--- src/rtl/pipeline_run_ctrl_pkg.sv ---
// Shared command codes, controller states and HALT opcode for the pipeline run controller.
// The HALT opcode constant is also consumed by the instruction decoder's control unit.
package pipeline_run_ctrl_pkg;

  typedef enum logic [1:0] {
    CMD_PAUSE = 2'b00,
    CMD_RUN   = 2'b01,
    CMD_STEP  = 2'b10,
    CMD_CLEAR = 2'b11
  } cmd_e;

  typedef enum logic [2:0] {
    S_IDLE   = 3'd0,
    S_RUN    = 3'd1,
    S_STEP   = 3'd2,
    S_DRAIN  = 3'd3,
    S_HALTED = 3'd4,
    S_CLEAR  = 3'd5
  } state_e;

  localparam logic [5:0] HALT_OPCODE_DEF = 6'b111111;

  function automatic logic state_pipe_en(input state_e s);
    return (s == S_RUN) || (s == S_STEP) || (s == S_DRAIN);
  endfunction

  function automatic logic state_busy(input state_e s);
    return (s == S_RUN) || (s == S_STEP) || (s == S_DRAIN) || (s == S_CLEAR);
  endfunction

  function automatic logic state_cmd_ready(input state_e s);
    return (s == S_IDLE) || (s == S_RUN) || (s == S_HALTED);
  endfunction

endpackage

--- src/rtl/pipeline_run_ctrl_sat_counter.sv ---
// Saturating up-counter with synchronous clear; count updates one edge after en/clr.
// Holds at all-ones instead of wrapping; clear wins over enable.
module sat_counter #(
  parameter int W = 32
) (
  input  logic         clk,
  input  logic         reset,
  input  logic         en,
  input  logic         clr,
  output logic [W-1:0] count
);

  logic [W-1:0] count_q;
  logic [W-1:0] count_d;

  always_comb begin
    count_d = count_q;
    if (clr) begin
      count_d = '0;
    end else if (en && (count_q != {W{1'b1}})) begin
      count_d = count_q + W'(1);
    end
  end

  always_ff @(posedge clk) begin
    if (!reset) begin
      count_q <= '0;
    end else begin
      count_q <= count_d;
    end
  end

  assign count = count_q;

endmodule

--- src/rtl/pipeline_run_ctrl.sv ---
// Debug-host run/step/clear controller gating the pipeline enable; outputs registered, state moves one edge after a command handshake.
// Commands are only accepted (cmd_ready) in IDLE, RUN and HALTED; HALT fetch drains the pipe then freezes it.
module pipeline_run_ctrl
  import pipeline_run_ctrl_pkg::*;
#(
  parameter int         CNT_W        = 32,
  parameter logic [5:0] HALT_OPCODE  = HALT_OPCODE_DEF,
  parameter int         DRAIN_CYCLES = 4
) (
  input  logic             clk,
  input  logic             reset,
  input  logic             cmd_valid,
  input  logic [1:0]       cmd,
  output logic             cmd_ready,
  input  logic [31:0]      instruction_IF,
  input  logic             stallF,
  output logic             pipe_en,
  output logic             if_flush,
  output logic             pipe_clear,
  output logic             halted,
  output logic             done,
  output logic             busy,
  output logic [CNT_W-1:0] cycle_count
);

  localparam int DRAIN_W = (DRAIN_CYCLES < 2) ? 1 : $clog2(DRAIN_CYCLES + 1);
  localparam logic [DRAIN_W-1:0] DRAIN_LOAD = DRAIN_W'(DRAIN_CYCLES);

  state_e               state_q, state_d;
  logic [DRAIN_W-1:0]   drain_q, drain_d;
  logic                 pipe_en_q, pipe_en_d;
  logic                 if_flush_q, if_flush_d;
  logic                 pipe_clear_q, pipe_clear_d;
  logic                 halted_q, halted_d;
  logic                 done_q, done_d;
  logic                 busy_q, busy_d;
  logic                 cmd_ready_q, cmd_ready_d;

  cmd_e                 cmd_in;
  logic                 cmd_fire;
  logic                 halt_seen;
  logic                 unused_instr_bits;

  assign cmd_in            = cmd_e'(cmd);
  assign cmd_fire          = cmd_valid && cmd_ready_q;
  assign halt_seen         = (instruction_IF[31:26] == HALT_OPCODE) && !stallF && pipe_en_q;
  assign unused_instr_bits = ^instruction_IF[25:0];

  always_comb begin
    state_d = state_q;
    drain_d = drain_q;
    case (state_q)
      S_IDLE: begin
        if (cmd_fire) begin
          case (cmd_in)
            CMD_RUN:   state_d = S_RUN;
            CMD_STEP:  state_d = S_STEP;
            CMD_CLEAR: state_d = S_CLEAR;
            default:   state_d = S_IDLE;
          endcase
        end
      end
      S_RUN: begin
        // A HALT fetch outranks a same-cycle PAUSE, which is simply consumed.
        if (halt_seen) begin
          state_d = S_DRAIN;
          drain_d = DRAIN_LOAD;
        end else if (cmd_fire && (cmd_in == CMD_PAUSE)) begin
          state_d = S_IDLE;
        end
      end
      S_STEP: begin
        if (halt_seen) begin
          state_d = S_DRAIN;
          drain_d = DRAIN_LOAD;
        end else begin
          state_d = S_IDLE;
        end
      end
      S_DRAIN: begin
        drain_d = drain_q - DRAIN_W'(1);
        if (drain_q <= DRAIN_W'(1)) begin
          state_d = S_HALTED;
        end
      end
      S_HALTED: begin
        if (cmd_fire && (cmd_in == CMD_CLEAR)) begin
          state_d = S_CLEAR;
        end
      end
      S_CLEAR: state_d = S_IDLE;
      default: state_d = S_IDLE;
    endcase

    pipe_en_d    = state_pipe_en(state_d);
    if_flush_d   = (state_d == S_DRAIN);
    pipe_clear_d = (state_d == S_CLEAR);
    halted_d     = (state_d == S_HALTED);
    done_d       = (state_d == S_HALTED) && (state_q == S_DRAIN);
    busy_d       = state_busy(state_d);
    cmd_ready_d  = state_cmd_ready(state_d);
  end

  always_ff @(posedge clk) begin
    if (!reset) begin
      state_q      <= S_IDLE;
      drain_q      <= '0;
      pipe_en_q    <= 1'b0;
      if_flush_q   <= 1'b0;
      pipe_clear_q <= 1'b0;
      halted_q     <= 1'b0;
      done_q       <= 1'b0;
      busy_q       <= 1'b0;
      cmd_ready_q  <= 1'b1;
    end else begin
      state_q      <= state_d;
      drain_q      <= drain_d;
      pipe_en_q    <= pipe_en_d;
      if_flush_q   <= if_flush_d;
      pipe_clear_q <= pipe_clear_d;
      halted_q     <= halted_d;
      done_q       <= done_d;
      busy_q       <= busy_d;
      cmd_ready_q  <= cmd_ready_d;
    end
  end

  // Counter zeroes on the same edge that enters CLEAR and counts every enabled edge.
  sat_counter #(
    .W (CNT_W)
  ) u_cycle_cnt (
    .clk   (clk),
    .reset (reset),
    .en    (pipe_en_q),
    .clr   (pipe_clear_d),
    .count (cycle_count)
  );

  assign pipe_en    = pipe_en_q;
  assign if_flush   = if_flush_q;
  assign pipe_clear = pipe_clear_q;
  assign halted     = halted_q;
  assign done       = done_q;
  assign busy       = busy_q;
  assign cmd_ready  = cmd_ready_q;

endmodule

--- config.mk ---
export PLATFORM = sky130hd
export DESIGN_NAME = pipeline_run_ctrl
export DESIGN_NICKNAME = d
export VERILOG_FILES = /design/src/rtl/pipeline_run_ctrl_pkg.sv /design/src/rtl/pipeline_run_ctrl_sat_counter.sv /design/src/rtl/pipeline_run_ctrl.sv
export SDC_FILE = /design/constraint.sdc
export NUM_CORES = 1
export LEC_CHECK = 0
export BUFFER_PORTS_ARGS = -buffer_cell sky130_fd_sc_hd__buf_2
export CAP_MARGIN = 15
export CORE_UTILIZATION = 50
export CTS_CLUSTER_SIZE = 25
export DETAILED_ROUTE_END_ITERATION = 6
export MAX_ROUTING_LAYER = met4
export PLACE_DENSITY = 0.9
export SLEW_MARGIN = 20
export SYNTH_ARGS = -nofsm -noshare
export SYNTH_HDL_FRONTEND = slang
export SYNTH_SLANG_ARGS = --single-unit
--- constraint.sdc ---
create_clock -name clk -period 2.7 [get_ports clk]
set_input_delay 0.54 -clock clk [delete_from_list [all_inputs] [get_ports clk]]
set_output_delay 0.54 -clock clk [all_outputs]
set_load 0.02 [all_outputs]
==> impl_metrics.csv, run 1 <==
group,metric,value,unit
status,outcome,"complete, no violations",
pwr,p_comb_share,7.3,%
layout,fin_nets,369,
clock_tree,cts_num_sinks,45,
worst_setup_path,required,2930,ps
timing,rsz0062_at_grt,"false",
clock_tree,post_cts_buffers,0,
clock_tree,htree_levels,2,
synth,synth_cells,282,
layout,drive_gt1_share,22.5,%
global_routing,busiest_layer,"met2",
place,portBuffers,50,
hold_path,min_from,"u_cycle_cnt.count[29]",
worst_setup_path,ff2ff_path_depth,5,
floorplan,dieArea,0.00492,mm²
clock_tree,clk_pin_slew_worst_paths,90,ps
layout,area_delta_synth_final,17.9,%
detailed_routing,routed_wl,5.74,mm
synth,synth_compound_area_share,19.4,%
layout,antenna_cells,0,
pwr,p_sw_share,22.7,%
worst_setup_path,crit_chain,"nand4_1 > nor4_2 > a21o_1 > o21ai_0 > a21oi_1",
synth,post_synth_mux_area_share,1.29,%
clock_tree,clk_latency,310,ps
synth,synth_xor_area_share,1.13,%
detailed_routing,drc,0,
clock_tree,cts_buffers,5,
timing,fmax,0.416,GHz
worst_setup_path,crit_fanout,31,
floorplan,rows,24,
hold_path,hold_path_end,"u_cycle_cnt.count[29]",
global_routing,grt_pass1_vias,2149,
floorplan,chipHeight,70.2,µm
clock_tree,cts_buffer_depth,2,
synth,synthSimpleGateAreaFrac,34.0,%
detailed_routing,drtIter0Drc,186,
hold_path,min_path_type,"register to register",
pwr,seqPwrFrac,49.4,%
global_routing,grt_util_met1,29.5,%
clock_tree,root_buffer,"clkbuf_8",
clock_tree,ctsResizeCount,0,
timing,finalClockSkew,10.7,ps
place,hpwl,4.08,mm
global_routing,grt_max_degree,32,
global_routing,track_usage,24.5,%
clock_tree,holdBufCountCts,0,
detailed_routing,wl_per_cell,15.1,µm
worst_setup_path,end_kind,"register",
layout,fin_cells,381,
timing,setup_viol,0,
hold_path,min_path_cells,2,
worst_setup_path,slowest_stage,"a21o_1",
worst_setup_path,path_class,"register to register",
floorplan,die_w,70.2,µm
pwr,internal_power,1070,µW
clock_tree,cts_tree,"built",
detailed_routing,drt_first_pass_iters,4,
timing,relSlewSlack,47.6,%
floorplan,core_area,0.00441,mm²
synth,avgSynthCellArea,8.23,µm²
synth,async_flop_share,0,%
floorplan,start_util,52.6,%
synth,synth.area.top_cells,"dfxtp_1 (39%), nand2_1 (5.3%), a21oi_1 (5.0%)",
synth,synth_nets,323,
global_routing,antenna_found_initial,0,
worst_setup_path,worst_r2r_endpoint,"u_cycle_cnt.count[19]",
synth,synth_edf_count,0,
job,maxCapViolations,0,
layout,seqCellArea,901,µm²
global_routing,grt_pass1_wl,9.54,mm
synth,synth_top_cell_area_share,38.8,%
synth,ys_seq_elements,45,
synth,synthFlopType,"dfxtp_1",
pwr,power.total,1390,µW
timing,setup_tns,0,ps
synth,synth.distinct_cells,49,
worst_setup_path,critPathMaxStageDelay,710,ps
layout,multi_input_area,0.00135,mm²
pwr,pwr-share-clk,43.4,%
timing,drv_slew,0,
worst_setup_path,crit_path_start_kind,"register",
detailed_routing,vias_per_cell,6.15,
detailed_routing,vias,2342,
timing,tightest_slew,786,ps
synth,yosysSeqAreaShare,38.8,%
worst_setup_path,r2r_start,"u_cycle_cnt.count[9]",
timing,post-route-period-util,89.0,%
floorplan,num_io_pins,77,
timing,finalHoldViolCount,0,
pwr,switchingPower,316,µW
global_routing,globalRouteMet2Util,40.0,%
place,place_inst,373,
pwr,p_leak,0.00103,µW
place,place.gp.congestion,0.810,
global_routing,gr-usage-met3,5.34,%
detailed_routing,postRouteAntennaNets,0,
worst_setup_path,reg2reg_setup_slack,300,ps
synth,syn_area,0.00232,mm²
global_routing,grt_overflow,0,
pwr,ir_worst_vdd,0.371,mV
pwr,powerDensity,508,mW/mm²
synth,yosys.area_share.adder,1.62,%
synth,synth-warning-count,0,
worst_setup_path,crit_arrival,2640,ps
synth,yosys.area.top_type,"dfxtp_1",
timing,min_period,2400,ps
layout,num-fill-cells,370,
synth,synth_top_family_by_area,"simple AND/OR/NAND/NOR gates",
## power groups by stage
stage                     combinational (µW)  sequential, µW  clock [µW]
final                                    101             686         603
after global routing                     111             688         632
after CTS                                101             686         610
after detailed placement                99.5             701           0
after global placement                  96.2             701           0
after floorplan                         65.6             704           0
## metrics by stage
stage                     hold slack (ps)  util, %  area (µm²)  setup WS [ps]
after global routing                  545     62.0        2740           32.4
after floorplan                       501        -        2320            572
after CTS                             498     62.0        2740            298
after global placement                483     59.0        2610            426
after detailed placement              486     59.0        2610            363
final                                 497     62.0        2740            296
## cell usage after synthesis, types with 5 or more instances
master / count
or3_1: 12
buf_2: 5
o31ai_1: 12
or4_1: 13
clkbuf_1: 5
o211ai_1: 6
o21ai_0: 15
nand4_1: 11
inv_1: 9
a21oi_1: 23
nor3_1: 7
dfxtp_1: 45
nand3_1: 17
nor2_1: 13
nand2_1: 33
## final cells by class
type	instances	area share, %
clock buffer	5	2.51
clock inverter	3	2.38
inverter	9	1.23
multi-input combinational	216	49.2
sequential	45	32.9
tap	52	2.38
timing repair buffer	51	9.41
## layout by cell type (no fill, tap or decap), types with 2 or more instances in the layout
cell and count:
inv_1 9, o211ai_1 6, and2_1 3, or3_1 12
o32ai_1 2, nor2_1 13, buf_2 50, nor2b_1 2
bufinv_16 2, nor4_1 2, nand2_1 33, mux2i_1 3
a211oi_1 3, and4_4 3, ha_1 3, nand3_1 17
nor3_1 7, xnor2_1 3, a21oi_1 23, nand2b_1 3
clkbuf_8 5, nand4_1 11, or2_2 2, and3_1 2
and4_1 3, o21ai_0 15, o31ai_1 11, or4_1 13
dfxtp_1 45
## worst max path at each step
stage                               from                     to  cells after the start  slack, ps
finish              u_cycle_cnt.count[9]  u_cycle_cnt.count[19]                      5        300
global route        u_cycle_cnt.count[9]   u_cycle_cnt.count[9]                      5         30
CTS                 u_cycle_cnt.count[9]  u_cycle_cnt.count[19]                      5        300
detailed placement  u_cycle_cnt.count[0]  u_cycle_cnt.count[14]                      6        360
global placement    u_cycle_cnt.count[0]  u_cycle_cnt.count[18]                      6        430
floorplan           u_cycle_cnt.count[0]  u_cycle_cnt.count[22]                      6        570
## state kept, by name, summed over array words and instances, names as in the netlist
| signal | cells |
|---|---|
| drain_q | 3 |
| u_cycle_cnt.count | 32 |
| busy | 1 |
| halted | 1 |
| done | 1 |
| pipe_en | 1 |
| cmd_ready | 1 |
| if_flush | 1 |
| state_q | 3 |
| pipe_clear | 1 |
## kinds of logic (layout without fill, tap and decap cells)
logic type                 Yosys count  in the layout
AOI/OAI and AO/OA                   71             71
and+or+nand+nor                    136            136
buffers and inverters               21             68
DFF                                 45             45
xor gates and xnor gates             3              3
adders and majority gates            3              3
muxes                                3              3
## layer usage
metal | wire length, µm | share of wire, % | up-vias
li1 | - | - | 1167
met5 | 0 | 0 | -
met1 | 2490 | 43 | 1090
met3 | 306 | 5.3 | 11
met4 | 108 | 1.9 | 0
met2 | 2840 | 49 | 74
## worst max-delay path: cells and delay by family, from the launching register on
kind               cells  cell delay, ps
and+or+nand+nor        2             770
DFF                    1             450
AOI/OAI and AO/OA      3            1100
No activity file was read; power rests on OpenSTA's default activity.
==> run 2: changes to the inputs <==
CORE_UTILIZATION = 45   (was 50)
PLACE_DENSITY = 0.86   (was 0.9)
clock period = 1.95 ns   (was 2.7 ns; I/O delays follow)
==> run 2 against run 1 <==
Clock-buffer cell count up 2. Design area up 13%. Critical path depth grew 2. Hold slack worse by 110 ps. Highest routed layer unchanged.
==> impl_metrics.csv, run 2 (synthesized netlist as in run 1, its figures left out) <==
group,metric,value,unit
status,outcome,"complete, no violations",
layout,final_common_cell,"buf_2",
worst_setup_path,end_kind,"register",
detailed_routing,drt_first_pass_iters,4,
hold_path,min_from,"reset",
layout,drive_gt1_share,33.6,%
place,hpwl,4.36,mm
worst_setup_path,ff2ff_path_depth,7,
global_routing,grt_pass1_vias,2194,
timing,drv_slew,0,
pwr,ir_worst_vdd,0.315,mV
layout,fin_nets,400,
timing,tightest_slew,529,ps
clock_tree,cts_buffers,5,
timing,setup_viol,0,
timing,min_period,1930,ps
timing,layout_setup_ws,20.9,ps
worst_setup_path,crit_path_start_kind,"register",
place,place.gp.congestion,0.910,
worst_setup_path,reg2reg_setup_slack,20,ps
floorplan,num_io_pins,77,
clock_tree,cts_num_sinks,45,
clock_tree,root_buffer,"clkbuf_8",
timing,finalClockSkew,4.36,ps
floorplan,core_area,0.00485,mm²
clock_tree,cts_tree,"built",
floorplan,start_util,47.9,%
place,pre_cts_ws,6.10,ps
worst_setup_path,crit_arrival,2170,ps
worst_setup_path,crit_fanout,13,
global_routing,grt_pass1_wl,10.2,mm
detailed_routing,postRouteAntennaNets,0,
detailed_routing,vias_per_cell,5.96,
global_routing,antenna_found_initial,0,
layout,num-fill-cells,380,
global_routing,grt_overflow,0,
timing,relSlewSlack,64.8,%
detailed_routing,drtIter0Drc,194,
detailed_routing,vias,2544,
hold_path,hold_path_end,"cmd_ready",
timing,post-route-period-util,98.9,%
timing,finalHoldViolCount,0,
layout,antenna_cells,0,
worst_setup_path,worst_r2r_endpoint,"u_cycle_cnt.count[11]",
pwr,powerDensity,575,mW/mm²
worst_setup_path,crit_top_cell,"and4_4",
place,portBuffers,50,
timing,fmax,0.518,GHz
worst_setup_path,path_class,"register to register",
clock_tree,htree_levels,2,
timing,rsz0062_at_grt,"true",
floorplan,chipHeight,73.8,µm
worst_setup_path,crit_chain,"ha_4 > and4_4 > and4_4 > a21o_4 > buf_12 > or4_4 > a21oi_2",
clock_tree,clk_latency,300,ps
layout,largest_reg_flops,32,
detailed_routing,wl_per_cell,15.6,µm
hold_path,min_path_type,"input pin to register",
job,maxCapViolations,0,
worst_setup_path,critPathMaxStageDelay,480,ps
worst_setup_path,slowest_stage,"or4_4",
timing,setup_tns,0,ps
detailed_routing,routed_wl,6.66,mm
worst_setup_path,r2r_start,"u_cycle_cnt.count[0]",
floorplan,rows,25,
pwr,p_leak,0.00123,µW
global_routing,grt_max_degree,26,
clock_tree,clk_pin_slew_worst_paths,90,ps
worst_setup_path,required,2190,ps
floorplan,die_w,73.8,µm
floorplan,dieArea,0.00545,mm²
hold_path,min_path_cells,2,
layout,final_cell_mix,"buf_2 (50), dfxtp_1 (41), nand2_1 (33)",
layout,area_delta_synth_final,33.0,%
global_routing,track_usage,25.2,%
detailed_routing,drc,0,
clock_tree,cts_buffer_depth,2,
clock_tree,holdBufCountCts,0,
-- run 2: cell count changes in the layout (fill, tap and decap cells not counted), sizes merged --
cell | previous run | this run
clkbuf | 5 | 8
bufinv | 2 | 0
buf | 51 | 81
-- run 2: timing repair --
action	CTS	global route
setup endpoints to repair	3	13
pin swaps	2	6
buffers inserted	0	2
cloned	0	1
gates resized for setup	1	16
-- run 2: routing by layer --
layer | share of wire [%] | wire [µm] | track usage, % | up-vias
met5 | 0 | 0 | - | -
met4 | 2.9 | 191 | 11.5 | 0
met3 | 7.3 | 488 | 5.62 | 23
met2 | 47 | 3150 | 38.1 | 124
met1 | 42 | 2830 | 31.9 | 1177
li1 | - | - | - | 1220
-- run 2: where the power goes --
part	switching, µW	internal [µW]	leakage [µW]
clock network	321	321	0.0000542
registers	15.8	931	0.000366
logic	107	79.0	0.000813
-- run 2: final cells by class --
| class | count | area [µm²] | share of cell area [%] |
|---|---|---|---|
| clock buffer | 7 | 96.3 | 3.12 |
| clock inverter | 1 | 5.00 | 0.162 |
| inverter | 9 | 33.8 | 1.09 |
| multi-input combinational | 216 | 1440 | 46.5 |
| sequential | 45 | 911 | 29.5 |
| tap | 67 | 83.8 | 2.71 |
| timing repair buffer | 82 | 524 | 17.0 |
-- run 2: worst max path at each step --
stage | cells after the start | slack [ps] | from | endpoint
after floorplan | 5 | 30 | u_cycle_cnt.count[3] | u_cycle_cnt.count[22]
after global placement | 7 | 50 | u_cycle_cnt.count[0] | u_cycle_cnt.count[14]
after detailed placement | 7 | 6 | u_cycle_cnt.count[0] | u_cycle_cnt.count[11]
after CTS | 7 | -7 | u_cycle_cnt.count[0] | u_cycle_cnt.count[11]
after global routing | 7 | -20 | u_cycle_cnt.count[1] | u_cycle_cnt.count[11]
final | 7 | 20 | u_cycle_cnt.count[0] | u_cycle_cnt.count[11]
-- run 2: per-stage QoR --
step	cells	power, µW	util, %	cell area (µm²)	hold WS [ps]
after floorplan	282	1070	-	2350	501
after global placement	416	1130	59.2	2870	476
after detailed placement	416	1130	59.2	2870	484
after CTS	424	1760	61.3	2970	384
after global routing	427	1840	63.7	3090	398
final	427	1780	63.7	3090	387
-- run 2: worst max-delay path, delay by kind of cell (launching register included) --
kind	cells	cell delay (ps)
flops	1	360
simple gates	3	850
buf+inv	1	140
fa+ha+maj	1	160
compound gates	2	370
